===== src/rtl/ntt_sched_pkg.sv =====
// Shared types and helpers for the NTT job scheduler: FSM state encoding,
// witness width and the round-robin pointer successor.
package ntt_sched_pkg;

    localparam int WITNESS_W = 256;

    typedef enum logic [2:0] {
        ST_IDLE,
        ST_LOAD,
        ST_START,
        ST_WAIT_DONE,
        ST_RESPOND
    } ntt_sched_state_t;

    // Index that follows the round-robin pointer, wrapping at num_req.
    function automatic int unsigned rr_next_idx(input int unsigned ptr, input int unsigned num_req);
        return (ptr + 1 >= num_req) ? 0 : ptr + 1;
    endfunction

endpackage


===== src/rtl/ntt_job_scheduler_rr_arbiter.sv =====
// Combinational round-robin arbiter: the search begins at the requester
// after ptr and wraps; the caller registers the result.
module rr_arbiter
    import ntt_sched_pkg::*;
#(
    parameter  int NUM_REQ = 4,
    localparam int IDX_W   = $clog2(NUM_REQ)
) (
    input  logic [NUM_REQ-1:0] req,
    input  logic [IDX_W-1:0]   ptr,
    output logic [NUM_REQ-1:0] grant,
    output logic [IDX_W-1:0]   grant_idx,
    output logic               grant_any
);

    logic [31:0] start_idx;
    logic [31:0] cand;

    assign start_idx = rr_next_idx(32'(ptr), NUM_REQ);

    always_comb begin
        grant_idx = '0;
        grant_any = 1'b0;
        cand      = '0;
        for (int k = 0; k < NUM_REQ; k++) begin
            cand = start_idx + 32'(k);
            if (cand >= 32'(NUM_REQ)) begin
                cand = cand - 32'(NUM_REQ);
            end
            if (!grant_any && req[cand[IDX_W-1:0]]) begin
                grant_any = 1'b1;
                grant_idx = cand[IDX_W-1:0];
            end
        end
    end

    for (genvar gi = 0; gi < NUM_REQ; gi++) begin : g_onehot
        assign grant[gi] = grant_any && (grant_idx == IDX_W'(gi));
    end

endmodule


===== src/rtl/ntt_job_scheduler.sv =====
// Time-shares one NTT core among NUM_REQ requesters: round-robin grant,
// coefficient load, start pulse, watchdogged wait, tagged witness response.
module ntt_job_scheduler
    import ntt_sched_pkg::*;
#(
    parameter int NUM_REQ        = 4,
    parameter int LOGN           = 8,
    parameter int WIDTH          = 16,
    parameter int TIMEOUT_CYCLES = 1024,
    parameter int CNT_WIDTH      = 16
) (
    input  logic                       clk,
    input  logic                       rst,
    input  logic [NUM_REQ-1:0]         req_valid,
    output logic [NUM_REQ-1:0]         req_grant,
    input  logic [NUM_REQ-1:0]         in_coeff_valid,
    input  logic [NUM_REQ*WIDTH-1:0]   in_coeff_data,
    output logic [NUM_REQ-1:0]         in_coeff_ready,
    output logic                       rsp_valid,
    input  logic                       rsp_ready,
    output logic [$clog2(NUM_REQ)-1:0] rsp_id,
    output logic                       rsp_error,
    output logic [WITNESS_W-1:0]       rsp_witness,
    output logic                       core_coeff_valid,
    output logic [WIDTH-1:0]           core_coeff_data,
    output logic [LOGN-1:0]            core_coeff_addr,
    output logic                       core_start,
    input  logic                       core_busy,
    input  logic                       core_done,
    input  logic                       core_witness_valid,
    input  logic [WITNESS_W-1:0]       core_witness,
    output logic [CNT_WIDTH-1:0]       jobs_ok,
    output logic [CNT_WIDTH-1:0]       jobs_err
);

    localparam int IDX_W = $clog2(NUM_REQ);
    localparam int WD_W  = (TIMEOUT_CYCLES > 2) ? $clog2(TIMEOUT_CYCLES) : 1;
    localparam logic [WD_W-1:0] WD_LAST = WD_W'(TIMEOUT_CYCLES - 1);

    ntt_sched_state_t     state_q, state_d;
    logic [IDX_W-1:0]     ptr_q, ptr_d;
    logic [IDX_W-1:0]     gidx_q, gidx_d;
    logic [NUM_REQ-1:0]   grant_q, grant_d;
    logic [LOGN-1:0]      addr_q, addr_d;
    logic [WD_W-1:0]      wd_q, wd_d;
    logic                 cc_valid_q, cc_valid_d;
    logic [WIDTH-1:0]     cc_data_q, cc_data_d;
    logic [LOGN-1:0]      cc_addr_q, cc_addr_d;
    logic                 start_q, start_d;
    logic                 rsp_valid_q, rsp_valid_d;
    logic [IDX_W-1:0]     rsp_id_q, rsp_id_d;
    logic                 rsp_error_q, rsp_error_d;
    logic [WITNESS_W-1:0] rsp_witness_q, rsp_witness_d;
    logic [CNT_WIDTH-1:0] jobs_ok_q, jobs_ok_d;
    logic [CNT_WIDTH-1:0] jobs_err_q, jobs_err_d;

    logic [NUM_REQ-1:0]   arb_grant;
    logic [IDX_W-1:0]     arb_idx;
    logic                 arb_any;
    logic [WIDTH-1:0]     coeff_lane [NUM_REQ];
    logic                 beat;
    logic                 unused_inputs;

    // core_done adds nothing beyond core_witness_valid for this scheduler.
    assign unused_inputs = core_done;

    for (genvar gi = 0; gi < NUM_REQ; gi++) begin : g_lane
        assign coeff_lane[gi] = in_coeff_data[gi*WIDTH +: WIDTH];
    end

    rr_arbiter #(.NUM_REQ(NUM_REQ)) u_arb (
        .req       (req_valid),
        .ptr       (ptr_q),
        .grant     (arb_grant),
        .grant_idx (arb_idx),
        .grant_any (arb_any)
    );

    assign beat = (state_q == ST_LOAD) && in_coeff_valid[gidx_q] && grant_q[gidx_q];

    always_comb begin
        state_d       = state_q;
        ptr_d         = ptr_q;
        gidx_d        = gidx_q;
        grant_d       = grant_q;
        addr_d        = addr_q;
        wd_d          = wd_q;
        cc_valid_d    = 1'b0;
        cc_data_d     = cc_data_q;
        cc_addr_d     = cc_addr_q;
        start_d       = 1'b0;
        rsp_valid_d   = rsp_valid_q;
        rsp_id_d      = rsp_id_q;
        rsp_error_d   = rsp_error_q;
        rsp_witness_d = rsp_witness_q;
        jobs_ok_d     = jobs_ok_q;
        jobs_err_d    = jobs_err_q;

        case (state_q)
            ST_IDLE: begin
                if (arb_any && !core_busy) begin
                    grant_d = arb_grant;
                    gidx_d  = arb_idx;
                    ptr_d   = arb_idx;
                    addr_d  = '0;
                    state_d = ST_LOAD;
                end
            end
            ST_LOAD: begin
                if (beat) begin
                    cc_valid_d = 1'b1;
                    cc_data_d  = coeff_lane[gidx_q];
                    cc_addr_d  = addr_q;
                    addr_d     = addr_q + 1'b1;
                    if (addr_q == '1) begin
                        grant_d = '0;
                        state_d = ST_START;
                    end
                end
            end
            ST_START: begin
                start_d = 1'b1;
                wd_d    = '0;
                state_d = ST_WAIT_DONE;
            end
            ST_WAIT_DONE: begin
                // A witness on the last watchdog cycle still wins over the timeout.
                if (core_witness_valid) begin
                    rsp_valid_d   = 1'b1;
                    rsp_id_d      = gidx_q;
                    rsp_error_d   = 1'b0;
                    rsp_witness_d = core_witness;
                    state_d       = ST_RESPOND;
                end else if (wd_q == WD_LAST) begin
                    rsp_valid_d   = 1'b1;
                    rsp_id_d      = gidx_q;
                    rsp_error_d   = 1'b1;
                    rsp_witness_d = '0;
                    state_d       = ST_RESPOND;
                end else begin
                    wd_d = wd_q + 1'b1;
                end
            end
            ST_RESPOND: begin
                if (rsp_ready) begin
                    rsp_valid_d = 1'b0;
                    if (rsp_error_q) begin
                        if (jobs_err_q != '1) jobs_err_d = jobs_err_q + 1'b1;
                    end else begin
                        if (jobs_ok_q != '1) jobs_ok_d = jobs_ok_q + 1'b1;
                    end
                    state_d = ST_IDLE;
                end
            end
            default: state_d = ST_IDLE;
        endcase
    end

    always_ff @(posedge clk or posedge rst) begin
        if (rst) begin
            state_q       <= ST_IDLE;
            ptr_q         <= IDX_W'(NUM_REQ - 1);
            gidx_q        <= '0;
            grant_q       <= '0;
            addr_q        <= '0;
            wd_q          <= '0;
            cc_valid_q    <= 1'b0;
            cc_data_q     <= '0;
            cc_addr_q     <= '0;
            start_q       <= 1'b0;
            rsp_valid_q   <= 1'b0;
            rsp_id_q      <= '0;
            rsp_error_q   <= 1'b0;
            rsp_witness_q <= '0;
            jobs_ok_q     <= '0;
            jobs_err_q    <= '0;
        end else begin
            state_q       <= state_d;
            ptr_q         <= ptr_d;
            gidx_q        <= gidx_d;
            grant_q       <= grant_d;
            addr_q        <= addr_d;
            wd_q          <= wd_d;
            cc_valid_q    <= cc_valid_d;
            cc_data_q     <= cc_data_d;
            cc_addr_q     <= cc_addr_d;
            start_q       <= start_d;
            rsp_valid_q   <= rsp_valid_d;
            rsp_id_q      <= rsp_id_d;
            rsp_error_q   <= rsp_error_d;
            rsp_witness_q <= rsp_witness_d;
            jobs_ok_q     <= jobs_ok_d;
            jobs_err_q    <= jobs_err_d;
        end
    end

    assign req_grant        = grant_q;
    assign in_coeff_ready   = (state_q == ST_LOAD) ? grant_q : '0;
    assign core_coeff_valid = cc_valid_q;
    assign core_coeff_data  = cc_data_q;
    assign core_coeff_addr  = cc_addr_q;
    assign core_start       = start_q;
    assign rsp_valid        = rsp_valid_q;
    assign rsp_id           = rsp_id_q;
    assign rsp_error        = rsp_error_q;
    assign rsp_witness      = rsp_witness_q;
    assign jobs_ok          = jobs_ok_q;
    assign jobs_err         = jobs_err_q;

endmodule


===== config.mk =====
export PLATFORM = sky130hd
export DESIGN_NAME = ntt_job_scheduler
export DESIGN_NICKNAME = d
export VERILOG_FILES = /design/src/rtl/ntt_sched_pkg.sv /design/src/rtl/ntt_job_scheduler_rr_arbiter.sv /design/src/rtl/ntt_job_scheduler.sv
export SDC_FILE = /design/constraint.sdc
export NUM_CORES = 1
export LEC_CHECK = 0
export CAP_MARGIN = 0
export CELL_PAD_IN_SITES_DETAIL_PLACEMENT = 0
export CELL_PAD_IN_SITES_GLOBAL_PLACEMENT = 1
export CORE_AREA = 2 2 253 255
export CTS_CLUSTER_SIZE = 8
export DETAILED_ROUTE_END_ITERATION = 12
export DIE_AREA = 0 0 255 257
export PLACE_DENSITY_LB_ADDON = 0.08
export SLEW_MARGIN = 20
export SYNTH_ARGS = -nofsm -noshare
export SYNTH_HDL_FRONTEND = slang
export SYNTH_SLANG_ARGS = --single-unit

===== constraint.sdc =====
create_clock -name clk -period 11.7 [get_ports clk]
set_input_delay 1.17 -clock clk [delete_from_list [all_inputs] [get_ports clk]]
set_output_delay 1.17 -clock clk [all_outputs]
set_load 0.05 [all_outputs]

After elaboration in Yosys (flattened, before gate mapping). Cells that the tools add are included.

Register bits after elaboration: 347. Bits of input ports: 334.

Reductions and logical operators: 30. Bitwise logic cells: 2. Order comparisons: 11. Add/subtract/negate cells: 12. Multiplexer cells: 58. Equal/unequal tests: 18.

Operators by type and width (count): 256-bit two-way mux (2); 32-bit by 3-bit greater-or-equal comparator with 1-bit output (second input constant) (4); 32-bit by 2-bit adder with 32-bit output (second input constant) (2); 16-bit by 1-bit adder with 16-bit output (second input constant) (2); 32-bit by 1-bit adder with 32-bit output (second input constant) (1); 16-bit binary-select mux with 2-bit select (1); 16-bit two-way mux (2); 16-bit != test (second input constant) (2); 3-bit two-way mux (7); 10-bit two-way mux (2); 2-bit two-way mux (10); 10-bit case mux with 2 select lines (1); 1-bit two-way mux (17); 4-bit two-way mux (4); 8-bit two-way mux (2); 8-bit case mux with 2 select lines (1); 2-bit by 3-bit less-than comparator with 1-bit output (second input constant) (5); 3-bit case mux with 5 select lines (1); 1-bit binary-select mux with 2-bit select (6); 4-bit AND reduction (3); 10-bit by 1-bit adder with 10-bit output (second input constant) (1); 10-bit equality test (second input constant) (1); 1-bit logical AND (10); 2-bit != test (second input constant) (5); 23 further kinds (39).

Depth between registers and ports, before layout. Gate-level depths: netlist (run 1).

Depth in word-level cells: 21. Mapped depth: 7. Gate-level depth less buffers: 6.

By module. From an unflattened synthesis (run 1), not the netlist that was laid out.

Cells, all modules: 1008. Area total of the unflattened synthesis: 13820.8 um^2.

By module, submodules not included: ntt_job_scheduler (seq. area each 8685.8 um^2, times used 1, cells each 985, area each 13655.6 um^2); rr_arbiter (seq. area each 0.0 um^2, times used 1, cells each 23, area each 165.2 um^2).

Least setup slack after synthesis (run 1). OpenSTA, ideal clock, no wires.

Path kind: in2reg. Start point: in in_coeff_valid[3]. End point: reg cc_addr_q[4], in the netlist core_coeff_addr[4]. Cell stages on the path: 5. Setup time: 125 ps. Required time: 11575 ps. Path buffers: 1. Slack: 9028 ps. Arrival: 2548 ps. Path through: nand2_1 mux4_2 nor2_4 buf_4 mux2_2.

Longest elaborated chain between the ends: 5.

Ends and longest elaborated chain: start: declaration (RTL line ntt_job_scheduler.sv:16) `input logic [NUM_REQ-1:0] in_coeff_valid,`; 1-bit binary-select mux with 2-bit select (RTL line ntt_job_scheduler.sv:79) `assign beat = (state_q == ST_LOAD) && in_coeff_valid[gidx_q] && grant_q[gidx_q];`; 1-bit two-way mux (not written as such) (RTL line ntt_job_scheduler.sv:79); 1-bit logical AND (2 in a row) (RTL line ntt_job_scheduler.sv:79); 2-bit AND reduction (no line); end signal: assignment (RTL line ntt_job_scheduler.sv:186) `cc_addr_q <= cc_addr_d;`; end: declaration (RTL line ntt_job_scheduler.sv:48) `logic [LOGN-1:0] cc_addr_q, cc_addr_d;`.

Every way passes these cells. The select of a mux whose other input is x is not followed. A chain may end at the register's enable or synchronous reset.

Final worst setup path (run 1).
Start point: in core_witness_valid. End point: reg rsp_witness_q[125], in the netlist rsp_witness[125].

Longest elaborated chain between the ends: 2. Elaborated cells on any way between the ends: 3. Classes of those cells: 1 x mux; 2 x reduce/logical.

Ends and longest elaborated chain: start: declaration (RTL line ntt_job_scheduler.sv:30) `input logic core_witness_valid,`; 2-bit nonzero test (no line); 2-bit AND reduction (no line); end signal: assignment (RTL line ntt_job_scheduler.sv:191) `rsp_witness_q <= rsp_witness_d;`; end: declaration (RTL line ntt_job_scheduler.sv:53) `logic [WITNESS_W-1:0] rsp_witness_q, rsp_witness_d;`.

Several ways; a longest one is shown, not always the timed one.

==> metrics.md, run 1 <==
| Metric | Value |
|---|---|
| Status | completed |
| Routed wire length | 56.3 mm |
| DR DRC count | 0 |
| Synth Warn # | 0 |
| Yosys cell types | 53 |
| Most Crowded Layer GR | met2 |
| Final Instance Area | 22,400 um2 |
| Initial antenna violation count | 10 |
| Post-synthesis sequential area ratio | 0.640 |
| Post-synthesis instance total | 964 |
| GP Congestion | 0.765 |
| Worst path top cell family by delay | buffers and inverters |
| Synthesized net count | 1,303 |
| Most frequent cells in the layout | 658 x clkdlybuf4s50_1, 345 x dfrtp_1, 257 x a22o_1 |
| Layout Nets | 1,956 |
| Relative slew slack | 0.278 |
| Skew-Pair Late Insertion Delay | 0.58 ns |
| Setup Buffers After CTS | 0 |
| Worst-margin pin slew | 1.08 ns |
| Post-DP HPWL | 40.2 mm |
| Pwr dens | 314 nW/um2 |
| Initial Utilization | 0.216 |
| # resized after CTS | 0 |
| Slowest stage delay, CP | 0.88 ns |
| CP Cell Sequence | clkdlybuf4s50_1 > inv_1 > nor3_2 > buf_4 > buf_4 > a22o_1 |
| Worst EP arrival | 4.16 ns |
| Via count | 10,928 |
| # setup viols final | 0 |
| Routed len/inst | 22.6 um |
| Row count | 92 |
| Global routing usage on met3 | 0.0670 |
| Hold violation total from the final report | 0 |
| Vias in the first global route | 11,747 |
| #FFs+latches synth | 347 |
| GRT Residual Overflow | 0 |
| Fmax | 274 MHz |
| CTS Hold Buffers Added | 0 |
| Met1 GRT Util | 0.182 |
| Max cap viols | 0 |
| TritonRoute pass-1 iters | 5 |
| Slowest cell on the critical path | buf_4 |
| Crit. End Element | register |
| Final period util | 0.312 |
| Placed cell areas | 21,000 um2 |
| Clock Root Buffer | clkbuf_16 |
| RSZ-0062 raised after global routing | false |
| Min Hold Slack | 0.492 ns |
| Crit path time final | 3.65 ns |
| Most Frequent Cell on Critical Path | buf_4 |
| Port Buf Inserts | 658 |
| Fraction of layout cells with a size suffix above 1 | 0.0793 |
| Layout area overhead | 65.2% |
| CTS clock-pin slew for the worst setup and hold paths | 0.05 ns |
| WS Path Type | input port to register |
| Leakage Power | 0.00978 uW |
| Core footprint | 62,700 um2 |
| DR iter-0 viols | 418 |
| Pins Over Slew Limit | 0 |
| Most common cell after layout, fill and taps aside | clkdlybuf4s50_1 |
| Crit path launch type | input port |
| H-tree Lvls | 2 |
| M2 GR Usage | 0.294 |
| CP Data Required Time | 12.21 ns |
| Clock Path Buffers | 3 |
| Die Area | 65,500 um2 |
| Top Ports | 660 |
| First-pass GRT wire length | 81.0 mm |
| Via density | 4.39 |
| Fin util | 0.358 |
| ANT nets after route | 0 |
| CTS tree | done |
| GRT Total Usage | 0.167 |
| Worst Clk Skew | 0.0166 ns |
| Largest net degree at the start of global routing | 151 |
| Mapped cell area | 13,600 um2 |
| # clock sinks | 347 |
| Max IR drop VDD | 139 uV |
| Setup_tns | 0 ns |
| Die height | 257 um |
| Number of buffers and inverters on the critical path | 4 |
| Worst-path maximum fanout | 92 |
| Mean post-synth cell area | 14.1 um2 |
| CTS buffer count | 50 |
| Worst Hold Class | register to register |
| Die X | 255 um |
## final cells by class
class                           count  area (um2)
Clock buffer                       72        1370
Timing Repair Buffer              669        6680
Antenna cell                        6        15.0
Multi-Input combinational cell    542        4560
Tap cell                          846        1060
Clock inverter                      3        33.8
Fill cell                        6148       40300
Sequential cell                   347        8690
Inverter                            7        33.8
## registers in the layout (all words and copies together) (netlist names), 2 cells and up
signal and flops:
core_coeff_addr 8, addr_q 8, jobs_ok 16, gidx_q 2, rsp_id 2, req_grant 4, rsp_witness 256, wd_q 10
ptr_q 2, jobs_err 16, state_q 3, core_coeff_data 16
## Yosys cell counts, drive strengths merged
| master | instances | share of area |
|---|---|---|
| inv | 7 | 0.0019 |
| dfstp | 2 | 0.0039 |
| nand4 | 15 | 0.0078 |
| o311ai | 2 | 0.0013 |
| nor4b | 4 | 0.0035 |
| xnor2 | 17 | 0.011 |
| or3 | 3 | 0.0014 |
| nand2 | 28 | 0.0077 |
| a22o | 257 | 0.17 |
| a21o | 7 | 0.0039 |
| nand3 | 18 | 0.0066 |
| mux2 | 31 | 0.026 |
| mux4 | 17 | 0.028 |
| and2 | 5 | 0.0023 |
| and2b | 1 | 0.00055 |
| o31ai | 3 | 0.0037 |
| o211ai | 2 | 0.0011 |
| dfrtp | 345 | 0.64 |
| buf | 55 | 0.021 |
| and4 | 5 | 0.0032 |
| o21ai | 8 | 0.0029 |
| mux2i | 2 | 0.0015 |
| nor2 | 30 | 0.0088 |
| or4 | 2 | 0.0011 |
| a31o | 2 | 0.0013 |
| nor3 | 10 | 0.0037 |
| a2111oi | 2 | 0.0013 |
| a211oi | 2 | 0.0011 |
| nor2b | 2 | 0.00092 |
| nand2b | 6 | 0.0028 |
| and3b | 1 | 0.00064 |
| and3 | 8 | 0.0037 |
| a31oi | 6 | 0.0028 |
| and4bb | 1 | 0.00092 |
| a21oi | 14 | 0.0052 |
| xor2 | 14 | 0.0090 |
| o21a | 2 | 0.0011 |
| nor4 | 2 | 0.00092 |
| clkbuf | 13 | 0.0036 |
| a32o | 4 | 0.0029 |
| nor3b | 3 | 0.0025 |
| o2111ai | 1 | 0.00064 |
| ha | 5 | 0.0046 |
## stage by stage
step                worst slack, ns  total power (uW)  cells
floorplan                     0.912              4310    964
global placement               7.37              5750   2411
detailed placement             7.43              5730   2411
CTS                            8.04              7150   2486
global route                   7.89              7370   2491
finish                         8.05              7040   2492
## layer usage
metal / wire length [um] / up-vias
li1: - / 4994
met1: 20600 / 5464
met2: 29300 / 392
met3: 5050 / 70
met4: 1310 / 8
met5: 56 / -
## path summary, 6_finish.rpt
kind | start | to | slack (ns) | cells after the start
setup / recovery | core_witness_valid | rsp_witness[125]$_DFFE_PP0P_ | 8.05 | 6
hold / removal | jobs_err[7]$_DFFE_PP0P_ | jobs_err[7]$_DFFE_PP0P_ | 0.49 | 1
setup reg to reg | state_q[0]$_DFFE_PP0P_ | rsp_witness[125]$_DFFE_PP0P_ | 8.21 | 5
hold reg to reg | jobs_err[7]$_DFFE_PP0P_ | jobs_err[7]$_DFFE_PP0P_ | 0.49 | 1
max in group asynchronous | rst | rsp_witness[223]$_DFFE_PP0P_ | 8.62 | 4
min in group asynchronous | rst | rsp_witness[9]$_DFFE_PP0P_ | 1.10 | 2
## power breakdown
group | internal (uW) | total [uW] | switching [uW] | leakage (uW)
combinational | 1330 | 3680 | 2350 | 0.00471
clock | 800 | 1350 | 549 | 0.000682
sequential | 1690 | 2010 | 321 | 0.00439
## kinds of logic after synthesis
kind of cell | synth area share
multiplexers | 0.0554
adder cells (fa/ha/maj) | 0.00461
AO/OA/AOI/OAI | 0.195
flip-flops | 0.640
buffers and inverters | 0.0264
AND/OR/NAND/NOR | 0.0591
XOR/XNOR | 0.0200
Note: power is estimated with default switching activity, not from simulation.
==> inputs of run 2 (changes only) <==
clock period = 3.6 ns   (was 11.7 ns; I/O delays follow)
==> run 2 against run 1 <==
  * Critical path depth decreased by 4
  * Sequential power increased to 3.2 times the previous value
  * Combinational power increased to 3.3 times the previous value
  * Largest power group unchanged
  * Clock skew increased by 0.010 ns
  * Register-to-register slack got worse by 7.0 ns
  * Largest cell class unchanged
  * Final cell count about the same
  * Flip-flop and latch count unchanged
  * First-iteration DRC count increased by 28%
  * Worst setup slack got worse by 7.2 ns
  * Sequential share of layout area decreased by 0.21 points
  * Wire length decreased by 1.2%
  * Critical path type is now register to primary output
  * Clock power increased to 3.2 times the previous value
==> metrics.md, run 2 (same netlist as run 1, synthesis figures left out) <==
| Metric | Value |
|---|---|
| DR iter-0 viols | 536 |
| Min Hold Slack | 0.174 ns |
| Initial antenna violation count | 6 |
| CP Cell Sequence | and3_1 > clkdlybuf4s50_1 |
| Setup Buffers After CTS | 0 |
| Hold violation total from the final report | 0 |
| Fin util | 0.360 |
| WS Path Type | register to primary output |
| Worst Clk Skew | 0.0270 ns |
| Worst-path maximum fanout | 20 |
| Top Ports | 660 |
| Number of buffers and inverters on the critical path | 1 |
| Leakage Power | 0.00987 uW |
| Largest net degree at the start of global routing | 135 |
| Status | completed |
| CTS buffer count | 50 |
| CP Data Required Time | 3.24 ns |
| Fmax | 361 MHz |
| Max cap viols | 0 |
| Crit path launch type | register |
| # setup viols final | 0 |
| ANT nets after route | 0 |
| Via density | 4.39 |
| Setup_tns | 0 ns |
| Most common cell after layout, fill and taps aside | clkdlybuf4s50_1 |
| First-pass GRT wire length | 80.6 mm |
| Layout area overhead | 66.1% |
| H-tree Lvls | 2 |
| CTS clock-pin slew for the worst setup and hold paths | 0.05 ns |
| Worst-margin pin slew | 0.965 ns |
| Layout Nets | 1,967 |
| CTS tree | done |
| Worst path top cell family by delay | buffers and inverters |
| Worst EP arrival | 2.41 ns |
| Routed len/inst | 22.3 um |
| Slowest cell on the critical path | clkdlybuf4s50_1 |
| Die Area | 65,500 um2 |
| Worst Hold Class | input port to asynchronous set/reset pin |
| Skew-Pair Late Insertion Delay | 0.60 ns |
| Most frequent cells in the layout | 658 x clkdlybuf4s50_1, 345 x dfrtp_1, 257 x a22o_1 |
| GRT Total Usage | 0.166 |
| Die height | 257 um |
| Filler instances | 6,141 |
| DR DRC count | 0 |
| Final period util | 0.770 |
| CTS Hold Buffers Added | 0 |
| Slowest stage delay, CP | 0.80 ns |
| Post-DP HPWL | 40.5 mm |
| # clock sinks | 347 |
| Crit path time final | 2.77 ns |
| Max IR drop VDD | 485 uV |
| Initial Utilization | 0.216 |
| Fraction of layout cells with a size suffix above 1 | 0.0859 |
| Die X | 255 um |
| # resized after CTS | 0 |
| Relative slew slack | 0.346 |
| Pwr dens | 1010 nW/um2 |
| Routed wire length | 55.7 mm |
| Clock Root Buffer | clkbuf_16 |
| Pins Over Slew Limit | 0 |
| Max reg flops | 256 |
| GRT Residual Overflow | 0 |
| Crit. End Element | primary output |
| Row count | 92 |
| RSZ-0062 raised after global routing | false |
| Clock Path Buffers | 3 |
| GP Congestion | 0.736 |
| Core footprint | 62,700 um2 |
| Via count | 10,947 |
| Vias in the first global route | 11,581 |
| Port Buf Inserts | 658 |
| TritonRoute pass-1 iters | 4 |
[run 2: cell types whose count changed in the layout (fill, tap and decap cells not counted), sizes merged]
cell      change
clkinvlp      +1
buf          +11
clkbuf       -11
inv           -1
diode         -3
clkinv        +2
[run 2: area by class of cell]
class,instances,area (um2),area share
clock buffer,61,1310,0.0582
multi-input combinational,542,4550,0.202
inverter,7,30.0,0.00133
tap,846,1060,0.0469
antenna,3,7.51,0.000333
clock inverter,5,66.3,0.00294
sequential,347,8690,0.385
timing repair buffer,680,6850,0.304
[run 2: worst paths after layout]
path,startpoint,to,slack [ns],cells past startpoint
max,state_q[0]$_DFFE_PP0P_,in_coeff_ready[2],0.83,2
max in group asynchronous,rst,rsp_witness[72]$_DFFE_PP0P_,2.52,3
max reg2reg,wd_q[0]$_DFFE_PP0P_,rsp_witness[111]$_DFFE_PP0P_,1.22,6
min reg2reg,rsp_witness[242]$_DFFE_PP0P_,rsp_witness[242]$_DFFE_PP0P_,0.49,1
min,rst,rsp_witness[5]$_DFFE_PP0P_,0.17,2
min in group clk,core_witness[206],rsp_witness[206]$_DFFE_PP0P_,0.37,2
[run 2: routing by layer]
| layer | track usage | routed length, um |
|---|---|---|
| met3 | 0.0574 | 4750 |
| met2 | 0.289 | 28400 |
| met4 | 0.0582 | 1590 |
| met1 | 0.186 | 20800 |
| met5 | 0 | 40 |
[run 2: stage by stage]
step                      setup WS [ns]  total power, uW  instance area [um2]  instances
final                             0.828            22900                22600       2491
after global routing              0.707            23900                22600       2491
after CTS                         0.771            23200                22600       2488
after detailed placement          0.959            18700                21200       2422
after global placement            0.968            18700                21200       2422
after floorplan                   -1.40            14000                13600        964
[run 2: worst register-to-register path, stage by stage, from the launching register on]
cell and delay [ns]:
dfrtp_1 0.38, ha_1 0.24, nand3_1 0.18, o31ai_4 0.45, nand2_4 0.41, buf_4 0.38
a22o_1 0.22
[run 2: report_power, final]
group	switching, uW	total, uW	leakage (uW)	internal [uW]
logic	7680	12000	0.00480	4350
clock network	1780	4320	0.000675	2540
registers	1010	6510	0.00439	5500
==> inputs of run 3 (changes only) <==
clock period = 2.6 ns   (was 3.6 ns; I/O delays follow)
==> run 3 against run 2 <==
  * Worst setup slack lost 0.62 ns
  * Combinational power grew 39%
  * Sequential power grew 39%
  * Final area grew 0.47%
  * Core utilization grew 0.17 points
  * Clock-buffer cell count grew 1
  * Non-clock buffer count grew 6
  * First-iteration DRC count shrank 16%
  * Via count grew 1.2%
  * Die area is the same
  * Flip-flop and latch count is the same
  * Clock skew shrank 0.0034 ns
==> metrics.md, run 3 (same netlist as run 1, synthesis figures left out) <==
| Metric | Value |
|---|---|
| GRT Total Usage | 0.168 |
| Die Area | 65,500 um2 |
| Max cap viols | 0 |
| Skew-Pair Late Insertion Delay | 0.57 ns |
| Relative slew slack | 0.450 |
| WS Path Type | register to primary output |
| Worst EP arrival | 2.13 ns |
| Via count | 11,078 |
| Crit path time final | 2.39 ns |
| H-tree Lvls | 2 |
| Highest routed layer | met5 |
| Pins Over Slew Limit | 0 |
| CP Data Required Time | 2.34 ns |
| CP Cell Sequence | clkdlybuf4s50_1 |
| Sw power | 14,500 uW |
| CTS Hold Buffers Added | 0 |
| Clock Root Buffer | clkbuf_16 |
| Worst path top cell family by delay | buffers and inverters |
| Metal3 WL | 4.90 mm |
| # clock sinks | 347 |
| Crit path launch type | register |
| Sequential group share of total power | 0.284 |
| Final period util | 0.918 |
| DR iter-0 viols | 450 |
| Worst-path maximum fanout | 11 |
| Final Instance Area | 22,700 um2 |
| Slowest cell on the critical path | clkdlybuf4s50_1 |
| Initial Utilization | 0.216 |
| Total power | 31,800 uW |
| Pint | 17,300 uW |
| Placed cell areas | 21,300 um2 |
| R2R cell count | 5 |
| Top Ports | 660 |
| Routed len/inst | 22.6 um |
| Number of buffers and inverters on the critical path | 1 |
| Area of the multi-input gates | 4550 um2 |
| Worst-margin pin slew | 0.825 ns |
| Vias in the first global route | 11,979 |
| Switching share of power | 0.456 |
| Clock group share of total power | 0.189 |
| Most common cell after layout, fill and taps aside | clkdlybuf4s50_1 |
| Crit. End Element | primary output |
| Setup Buffers After CTS | 0 |
| DR DRC count | 0 |
| Met2 WL post-DR | 29.7 mm |
| Status | completed |
| Met1 WL | 20.7 mm |
| Number of stages on the worst setup path | 1 |
| # resized after CTS | 0 |
| Sequential Area | 8690 um2 |
| Largest net degree at the start of global routing | 148 |
| Slowest stage delay, CP | 0.93 ns |
| Min Hold Slack | 0.185 ns |
| CTS clock-pin slew for the worst setup and hold paths | 0.05 ns |
| Layout Nets | 1,973 |
| Row count | 92 |
| CTS tree | done |
| TritonRoute pass-1 iters | 4 |
| GRT Residual Overflow | 0 |
| RSZ-0062 raised after global routing | false |
| Via density | 4.43 |
| Post-DP HPWL | 41.1 mm |
| Routed wire length | 56.5 mm |
| Worst Hold Class | input port to asynchronous set/reset pin |
| First-pass GRT wire length | 82.3 mm |
| Core footprint | 62,700 um2 |
| Fmax | 419 MHz |
| Clock Path Buffers | 3 |
| Worst Clk Skew | 0.0236 ns |
| Comb power frac | 0.527 |
| GP Congestion | 0.765 |
| Die height | 257 um |
| Fraction of layout cells with a size suffix above 1 | 0.0910 |
| ANT nets after route | 0 |
| # setup viols final | 0 |
| Layout area overhead | 66.9% |
| Max reg flops | 256 |
| Pwr dens | 1400 nW/um2 |
| Leakage Power | 0.00991 uW |
| Fin util | 0.361 |
| Hold violation total from the final report | 0 |
| CTS buffer count | 50 |
| Most frequent cells in the layout | 654 x clkdlybuf4s50_1, 345 x dfrtp_1, 257 x a22o_1 |
| Port Buf Inserts | 658 |
| Initial antenna violation count | 6 |
| Die X | 255 um |
| Max IR drop VDD | 768 uV |
| Filler instances | 6,111 |
-- run 3: changes by cell type in the layout (fill, tap and decap cells not counted), sizes merged --
cell,delta
buf,+10
clkdlybuf4s50,-4
diode,+3
clkinv,-2
bufinv,+1
clkbuf,+1
-- run 3: power groups by stage --
stage | Sequential, uW | Combinational, uW | Clock (uW)
6_report | 9020 | 16700 | 6020
5_1_grt | 9330 | 17400 | 6480
4_1_cts | 9030 | 17000 | 6280
3_5_place_dp | 8990 | 16900 | 0
3_3_place_gp | 9030 | 17000 | 0
2_1_floorplan | 16100 | 3310 | 0
-- run 3: cell type report --
cell class                 instances  area share
antenna                            6    0.000662
clock buffer                      62      0.0581
clock inverter                     4     0.00282
inverter                           7     0.00132
multi-input combinational        542       0.201
sequential                       347       0.383
tap                              846      0.0467
timing repair buffer             686       0.307
-- run 3: per-layer routing --
| metal | up-vias | global-route usage |
|---|---|---|
| met5 | - | 0 |
| met4 | 2 | 0.0495 |
| met1 | 5594 | 0.185 |
| met2 | 397 | 0.303 |
| met3 | 66 | 0.0583 |
| li1 | 5019 | - |
-- run 3: path summary, 6_finish.rpt --
check | from | to | slack [ns]
min in group clk | core_witness[188] | rsp_witness[188]$_DFFE_PP0P_ | 0.28
max in group asynchronous | rst | rsp_witness[172]$_DFFE_PP0P_ | 1.69
setup reg to reg | state_q[0]$_DFFE_PP0P_ | jobs_ok[14]$_DFFE_PP0P_ | 0.54
setup / recovery | rsp_error$_DFFE_PP0P_ | rsp_error | 0.21
hold / removal | rst | rsp_witness[127]$_DFFE_PP0P_ | 0.18
hold reg to reg | rsp_id[1]$_DFFE_PP0P_ | rsp_id[1]$_DFFE_PP0P_ | 0.49
-- run 3: stage by stage --
step / cells / setup slack, ns / TNS (ns)
2_1_floorplan: 964 / -2.30 / -796.55
3_3_place_gp: 2428 / 0.277 / 0
3_5_place_dp: 2428 / 0.273 / 0
4_1_cts: 2494 / 0.151 / 0
5_1_grt: 2497 / 0.0956 / 0
6_report: 2500 / 0.213 / 0
